$ cat src/rtl/apu_frame_sequencer.sv
// APU frame sequencer: apu_clk, quarter/half-frame strobes and frame IRQ.
// Define APU_FRAME_PAL_EN for PAL step values (NTSC values otherwise).
module apu_frame_sequencer #(
  parameter int CNT_W = 16
) (
  input  logic       clk,
  input  logic       rst,
  input  logic       cpu_cyc,
  input  logic       wren_4017,
  input  logic [7:0] from_cpu,
  input  logic       rd_4015,
  output logic       apu_clk,
  output logic       e_pulse,
  output logic       l_pulse,
  output logic       frame_irq
);

`ifdef APU_FRAME_PAL_EN
  localparam int unsigned S_Q1 = 8313;
  localparam int unsigned S_Q2 = 16627;
  localparam int unsigned S_Q3 = 24939;
  localparam int unsigned S_Q4 = 33253;
  localparam int unsigned S_Q5 = 41565;
`else
  localparam int unsigned S_Q1 = 7457;
  localparam int unsigned S_Q2 = 14913;
  localparam int unsigned S_Q3 = 22371;
  localparam int unsigned S_Q4 = 29829;
  localparam int unsigned S_Q5 = 37281;
`endif

  localparam logic [CNT_W-1:0] C_Q1  = CNT_W'(S_Q1);
  localparam logic [CNT_W-1:0] C_Q2  = CNT_W'(S_Q2);
  localparam logic [CNT_W-1:0] C_Q3  = CNT_W'(S_Q3);
  localparam logic [CNT_W-1:0] C_Q4  = CNT_W'(S_Q4);
  localparam logic [CNT_W-1:0] C_Q5  = CNT_W'(S_Q5);
  localparam logic [CNT_W-1:0] C_IRQ = CNT_W'(S_Q4 - 1);
  localparam logic [CNT_W-1:0] C_ONE = CNT_W'(1);

  logic [CNT_W-1:0] cnt_q, cnt_d;
  logic [2:0]       dly_q, dly_d;
  logic             phase_q, phase_d;
  logic             mode_q, mode_d;
  logic             inhib_q, inhib_d;
  logic             pend_q, pend_d;
  logic             wrap_q, wrap_d;
  logic             apu_clk_q, apu_clk_d;
  logic             e_q, e_d;
  logic             l_q, l_d;
  logic             irq_q, irq_d;

  logic ev_e;
  logic ev_l;
  logic ev_last;
  logic irq_hit;
  logic fire;
  logic irq_set;

  // Decode step events for the current count and mode.
  always_comb begin
    ev_e    = 1'b0;
    ev_l    = 1'b0;
    ev_last = 1'b0;
    unique case (1'b1)
      (cnt_q == C_Q1),
      (cnt_q == C_Q3): ev_e = 1'b1;
      (cnt_q == C_Q2): begin
        ev_e = 1'b1;
        ev_l = 1'b1;
      end
      (cnt_q == C_Q4): begin
        if (!mode_q) begin
          ev_e    = 1'b1;
          ev_l    = 1'b1;
          ev_last = 1'b1;
        end
      end
      (cnt_q == C_Q5): begin
        if (mode_q) begin
          ev_e    = 1'b1;
          ev_l    = 1'b1;
          ev_last = 1'b1;
        end
      end
      default: ;
    endcase
  end

  // IRQ window and pending counter-reset expiry.
  always_comb begin
    irq_hit = !mode_q && !inhib_q &&
              ((cnt_q == C_IRQ) ||
               (cnt_q == C_Q4) ||
               ((cnt_q == '0) && wrap_q));
    fire    = pend_q && (dly_q == 3'd1) &&
              !wren_4017;
    irq_set = cpu_cyc && !fire && irq_hit;
  end

  // Next-state: phase, counter, pending reset, strobes.
  always_comb begin
    cnt_d     = cnt_q;
    dly_d     = dly_q;
    phase_d   = phase_q;
    mode_d    = mode_q;
    inhib_d   = inhib_q;
    pend_d    = pend_q;
    wrap_d    = wrap_q;
    apu_clk_d = 1'b0;
    e_d       = 1'b0;
    l_d       = 1'b0;
    irq_d     = irq_q;

    if (cpu_cyc) begin
      phase_d   = ~phase_q;
      apu_clk_d = phase_q;
      if (fire) begin
        cnt_d  = '0;
        wrap_d = 1'b0;
        pend_d = 1'b0;
        e_d    = mode_q;
        l_d    = mode_q;
      end else begin
        e_d    = ev_e;
        l_d    = ev_l;
        wrap_d = ev_last;
        cnt_d  = ev_last ? '0 : cnt_q + C_ONE;
        if (pend_q) begin
          dly_d = dly_q - 3'd1;
        end
      end
    end

    // A write always (re)starts the reset delay.
    if (wren_4017) begin
      mode_d  = from_cpu[7];
      inhib_d = from_cpu[6];
      pend_d  = 1'b1;
      dly_d   = phase_q ? 3'd4 : 3'd3;
    end

    // Set beats a read-clear; inhibit write clears.
    if (wren_4017 && from_cpu[6]) begin
      irq_d = 1'b0;
    end else if (irq_set) begin
      irq_d = 1'b1;
    end else if (rd_4015) begin
      irq_d = 1'b0;
    end
  end

  // State and registered outputs.
  always_ff @(posedge clk) begin
    if (rst) begin
      cnt_q     <= '0;
      dly_q     <= '0;
      phase_q   <= 1'b0;
      mode_q    <= 1'b0;
      inhib_q   <= 1'b0;
      pend_q    <= 1'b0;
      wrap_q    <= 1'b0;
      apu_clk_q <= 1'b0;
      e_q       <= 1'b0;
      l_q       <= 1'b0;
      irq_q     <= 1'b0;
    end else begin
      cnt_q     <= cnt_d;
      dly_q     <= dly_d;
      phase_q   <= phase_d;
      mode_q    <= mode_d;
      inhib_q   <= inhib_d;
      pend_q    <= pend_d;
      wrap_q    <= wrap_d;
      apu_clk_q <= apu_clk_d;
      e_q       <= e_d;
      l_q       <= l_d;
      irq_q     <= irq_d;
    end
  end

  assign apu_clk   = apu_clk_q;
  assign e_pulse   = e_q;
  assign l_pulse   = l_q;
  assign frame_irq = irq_q;

endmodule

$ cat config.mk
export PLATFORM = sky130hd
export DESIGN_NAME = apu_frame_sequencer
export DESIGN_NICKNAME = d
export VERILOG_FILES = /design/src/rtl/apu_frame_sequencer.sv
export SDC_FILE = /design/constraint.sdc
export NUM_CORES = 1
export LEC_CHECK = 0
export CORE_ASPECT_RATIO = 0.75
export CORE_MARGIN = 2
export CORE_UTILIZATION = 50
export CTS_CLUSTER_SIZE = 10
export DETAILED_ROUTE_END_ITERATION = 8
export PLACE_DENSITY = 0.72
export SLEW_MARGIN = 20
export SYNTH_ARGS = -nofsm -noshare
export SYNTH_HDL_FRONTEND = slang
export SYNTH_SLANG_ARGS = --single-unit
$ cat constraint.sdc
create_clock -name clk -period 2.6 [get_ports clk]
set_input_delay 0.52 -clock clk [delete_from_list [all_inputs] [get_ports clk]]
set_output_delay 0.52 -clock clk [all_outputs]
set_load 0.05 [all_outputs]
### After elaboration in Yosys (flattened, before gate mapping)

Index checks and enable logic that the tools add are counted.

| cells by class | value |
|---|---|
| add/subtract/negate cells | 2 |
| eq/ne operators | 8 |
| muxes and demuxes | 20 |
| bitwise gates (word level) | 2 |
| reduce and logical (&&, ||, !) cells | 24 |

Operators with widths:

| kind | number |
|---|---|
| == test 16 x 15 -> 1 bit (second input constant) | 3 |
| 2-to-1 mux 16 bit | 2 |
| adder 16 x 1 -> 16 bit (second input constant) | 1 |
| == test 16 x 13 -> 1 bit (second input constant) | 1 |
| == test 16 x 14 -> 1 bit (second input constant) | 1 |
| == test 16 bit (second input constant) | 1 |
| logical NOT 16 bit | 1 |
| 2-to-1 mux 3 bit | 5 |
| 2-to-1 mux 1 bit | 10 |
| logical AND 1 bit | 8 |
| nonzero test 2 bit | 4 |
| one-hot mux 1 bit (3 select lines) | 2 |
| logical NOT 1 bit | 4 |
| OR reduction 2 bit | 2 |
| == test 3 x 1 -> 1 bit (second input constant) | 1 |
| AND reduction 3 bit | 1 |
| OR reduction 3 bit | 1 |
| subtractor 3 x 1 -> 3 bit (second input constant) | 1 |
| logical OR 1 bit | 2 |
| != test 2 bit (second input constant) | 1 |
| NOT 1 bit | 2 |
| one-hot mux 1 bit (2 select lines) | 1 |
| AND reduction 2 bit | 1 |

| word-level totals | value |
|---|---|
| flip-flop bits (word level) | 28 |
| input bits | 13 |
| output and inout bits | 4 |
| logic and storage cells | 67 |

### Depth between registers and ports, before layout

| depth | value |
|---|---|
| word-level depth | 7 |
| mapped depth | 8 |

### Least setup slack after synthesis

OpenSTA, ideal clock, no wires.

| timing path | value |
|---|---|
| path type | register to register |
| start | register cnt_q[1] |
| end | register cnt_q[8] |
| library setup time | 0.074 ns |
| arrival | 1.659 ns |
| path slack | 0.867 ns |
| stages on the path, launching flop included | 9 |
| path through | dfxtp_1 -> inv_1 -> ha_1 -> nor4bb_1 -> and4_4 -> nor3b_4 -> buf_6 -> o21ai_2 -> a31oi_1 |

| on the way | value |
|---|---|
| longest elaborated chain between the ends | 4 |
| elaborated cells on any way between the ends | 6 |

RTL lines:

| item | line | source |
|---|---|---|
| start, declared | 40 | `logic [CNT_W-1:0] cnt_q, cnt_d;` |
| start signal, assigned | 167 | `cnt_q <= cnt_d;` |
| parallel branches: the longest is 2 deep, another holds adder 16 x 1 -> 16 bit | - |  |
| 2-to-1 mux 16 bit * | 127 | `cnt_d = ev_last ? '0 : cnt_q + C_ONE;` |
| 2-to-1 mux 16 bit * | 117 | `if (fire) begin` |

Mark *: on every way between the ends.
A chain may end at the register's enable or synchronous reset.

### Worst setup path in the final report

| timing path | value |
|---|---|
| start | input port wren_4017 |
| end | register e_q, in the netlist e_pulse |

| on the way | value |
|---|---|
| longest elaborated chain between the ends | 3 |

RTL lines:

| item | line | source |
|---|---|---|
| start, declared | 9 | `input logic wren_4017,` |
| logical NOT 1 bit | 96 | `!wren_4017;` |
| logical AND 1 bit | 95 | `fire = pend_q && (dly_q == 3'd1) &&` |
| 2-to-1 mux 1 bit | 117 |  |
| end signal, assigned | 163 | `e_q <= 1'b0;` |
| end signal, assigned | 175 | `e_q <= e_d;` |
| end, declared | 48 | `logic e_q, e_d;` |

No other way between the ends.

==> impl_metrics.yaml <==
clocking:
  clkSinkCount: 28
  cts_setup_buffers: 0
  numCtsBuffers: 3
  worstSkewPairLatency_ps: 280
  cts_tree: "built"
  cts_resized: 0
  holdBufCountCts: 0
  clkTransAtPathRegs_ps: 100
  cts-root-buf: "clkbuf_8"
  htree_levels: 1
  cts_buffer_depth: 2
grt:
  grt_start_max_net_pins: 17
  grt_pass1_vias: 1329
  gr-total-overflow: 0
  grt.total_usage_pct: 21.6
  antenna_found_initial: 0
  grt_first_pass_wirelength_um: 6420
worst_setup_path:
  critPathCaptureType: "flop"
  cp_max_fo: 7
  start_kind: "primary input"
  cp.arrival_ps: 2270
  critical_path_class: "primary input to flop"
  cp.required_ps: 2820
placed_design:
  hpwl_um: 2570
  portBuffers: 10
  gp_congestion: 0.971
  dpl_worst_slack_ps: 292
hold_path:
  hp-class: "flop to flop"
finish:
  fillers: 292
  drive_gt1_share_pct: 11.9
  syn_to_final_growth_pct: 10.1
  layout.nets: 220
  multiInputGateArea_sq_um: 965
  seq_area_sq_um: 561
  num_antenna_cells: 0
detailed_routing:
  drc: 0
  wl_per_cell_um: 15.0
  routed_wl_um: 3610
  drtPass1Iterations: 4
  drtIter0Drc: 104
  num_vias: 1443
  routed_via_density: 5.99
  ant_nets: 0
logic_synthesis:
  ys_warn_count: 0
  syn_inst: 195
  synth_top_cell_area_share_pct: 34.0
  ys_ff_latch: 28
  yosysUniqueCellTypes: 46
  ys_top_cells_by_area: "dfxtp_1 34%, a21oi_1 5.2%, a31oi_1 3.8%, ha_1 3.8%, buf_6 3.4%"
  syn_area_sq_um: 1650
  syn-num-nets: 213
  avgSynthCellArea_sq_um: 8.45
  synthArstFlopShare_pct: 0
  synthFlopType: "dfxtp_1"
  synth_top_area_cell: "dfxtp_1"
  yosysSeqAreaShare_pct: 34.0
  synth_edf_count: 0
timing:
  drv_slew: 0
  finalSetupViolations: 0
  hold_violations: 0
  relSlewSlack_pct: 61.6
  tns_ps: 0
  grt_setup_unrepaired: "no"
  holdWs_ps: 488
  layout_setup_ws_ps: 549
  tightest_slew_ps: 568
  clock_skew_ps: 7.82
  period_share_pct: 78.9
  fmax_ghz: 0.488
  fin_crit_ps: 2050
power_and_ir_drop:
  ir_drop_v: 0.000330
  p_per_area_nw_per_um2: 509
  power_leakage_nw: 0.662
floorplan:
  io_pins: 17
  start_util_pct: 51.2
  die_h_um: 53.7
  rows: 18
  core_sq_um: 3220
  die_area_sq_um: 3780
  die_w_um: 70.3
status:
  run_status: "completed"
job:
  maxCapViolations: 0
[where the power goes]
group / total (W) / switching, W / internal (W)
Clock: 0.000341 / 0.000134 / 0.000206
Combinational: 0.000116 / 0.0000603 / 0.0000556
Sequential: 0.000468 / 0.0000217 / 0.000446
[sequential cells by signal, summed over array words and instances, names as in the netlist]
| signal | flops |
|---|---|
| cnt_q | 16 |
| dly_q | 3 |
| apu_clk | 1 |
| e_pulse | 1 |
| frame_irq | 1 |
| inhib_q | 1 |
| l_pulse | 1 |
| mode_q | 1 |
| pend_q | 1 |
| phase_q | 1 |
| wrap_q | 1 |
[synthesized netlist by cell type (2+ instances only)]
cell type  count
nor2b_1        2
mux2i_1        2
clkbuf_1       3
nor4_1         2
and4bb_1       2
nand2_1       14
buf_2          3
nor4bb_1       2
a31oi_1       10
nand2b_1       7
and4_4         2
inv_1          6
and4b_1        2
dfxtp_1       28
nand3_1       10
nor3_1         5
and2_1         6
clkbuf_2       2
o21ai_0        8
a21oi_1       17
and4_1         3
ha_1           5
a22o_1         2
nand4_1        8
xnor2_1        3
o21ai_2        4
buf_6          5
nor2_1        14
[cells in the final DEF, fill, tap and decap left out, types with 4 or more instances in the layout]
master           count
nor3_1               5
o21ai_0              8
a31oi_1             10
ha_1                 5
nand3_1             10
clkdlybuf4s50_1     10
inv_1                6
a21oi_1             17
nor2_1              14
o21ai_2              4
and2_1               6
nand2b_1             7
buf_4                6
nand4_1              8
nand2_1             14
dfxtp_1             28
[stage by stage]
step / utilization (%) / power, W / instances / cell area, sq um
floorplan: - / 0.000565 / 195 / 1650
global placement: 54.1 / 0.000585 / 237 / 1740
detailed placement: 54.1 / 0.000591 / 237 / 1740
CTS: 56.3 / 0.000929 / 241 / 1810
global route: 56.3 / 0.000970 / 241 / 1810
finish: 56.3 / 0.000924 / 241 / 1810
[cells by family after synthesis]
group / share of synthesized area, %
AOI/OAI and AO/OA: 18.2
xor gates and xnor gates: 1.59
adders and majority gates: 3.80
buffers and inverters: 7.44
DFF: 34.0
muxes: 1.21
and+or+nand+nor: 33.7
[worst max-delay path, cell delays in order]
cell	delay (ps)
clkdlybuf4s50_1	530
nor4bb_1	580
buf_4	230
nor3_1	70
a21oi_1	210
a41o_1	130
[layer usage]
metal	global-route usage [%]	wire length, um
met3	5.06	270
met5	0	0
met2	33.6	1540
met1	31.1	1790
met4	3.21	7
[final cells by class]
cell class / instances / area share (%)
Multi-Input combinational cell: 147 / 53.2
Clock buffer: 3 / 2.28
Sequential cell: 28 / 30.9
Timing Repair Buffer: 16 / 8.00
Inverter: 6 / 1.24
Tap cell: 40 / 2.76
Clock inverter: 1 / 1.66
[path summary, 6_finish.rpt]
path                            cells after the start  slack [ps]         to      start
worst max register to register                      7         570  cnt_q[10]   cnt_q[0]
worst min register to register                      2         490     wrap_q     wrap_q
worst min-delay path                                2         490     wrap_q     wrap_q
worst max-delay path                                6         550    e_pulse  wren_4017
Power figures use the tool's default switching activity.
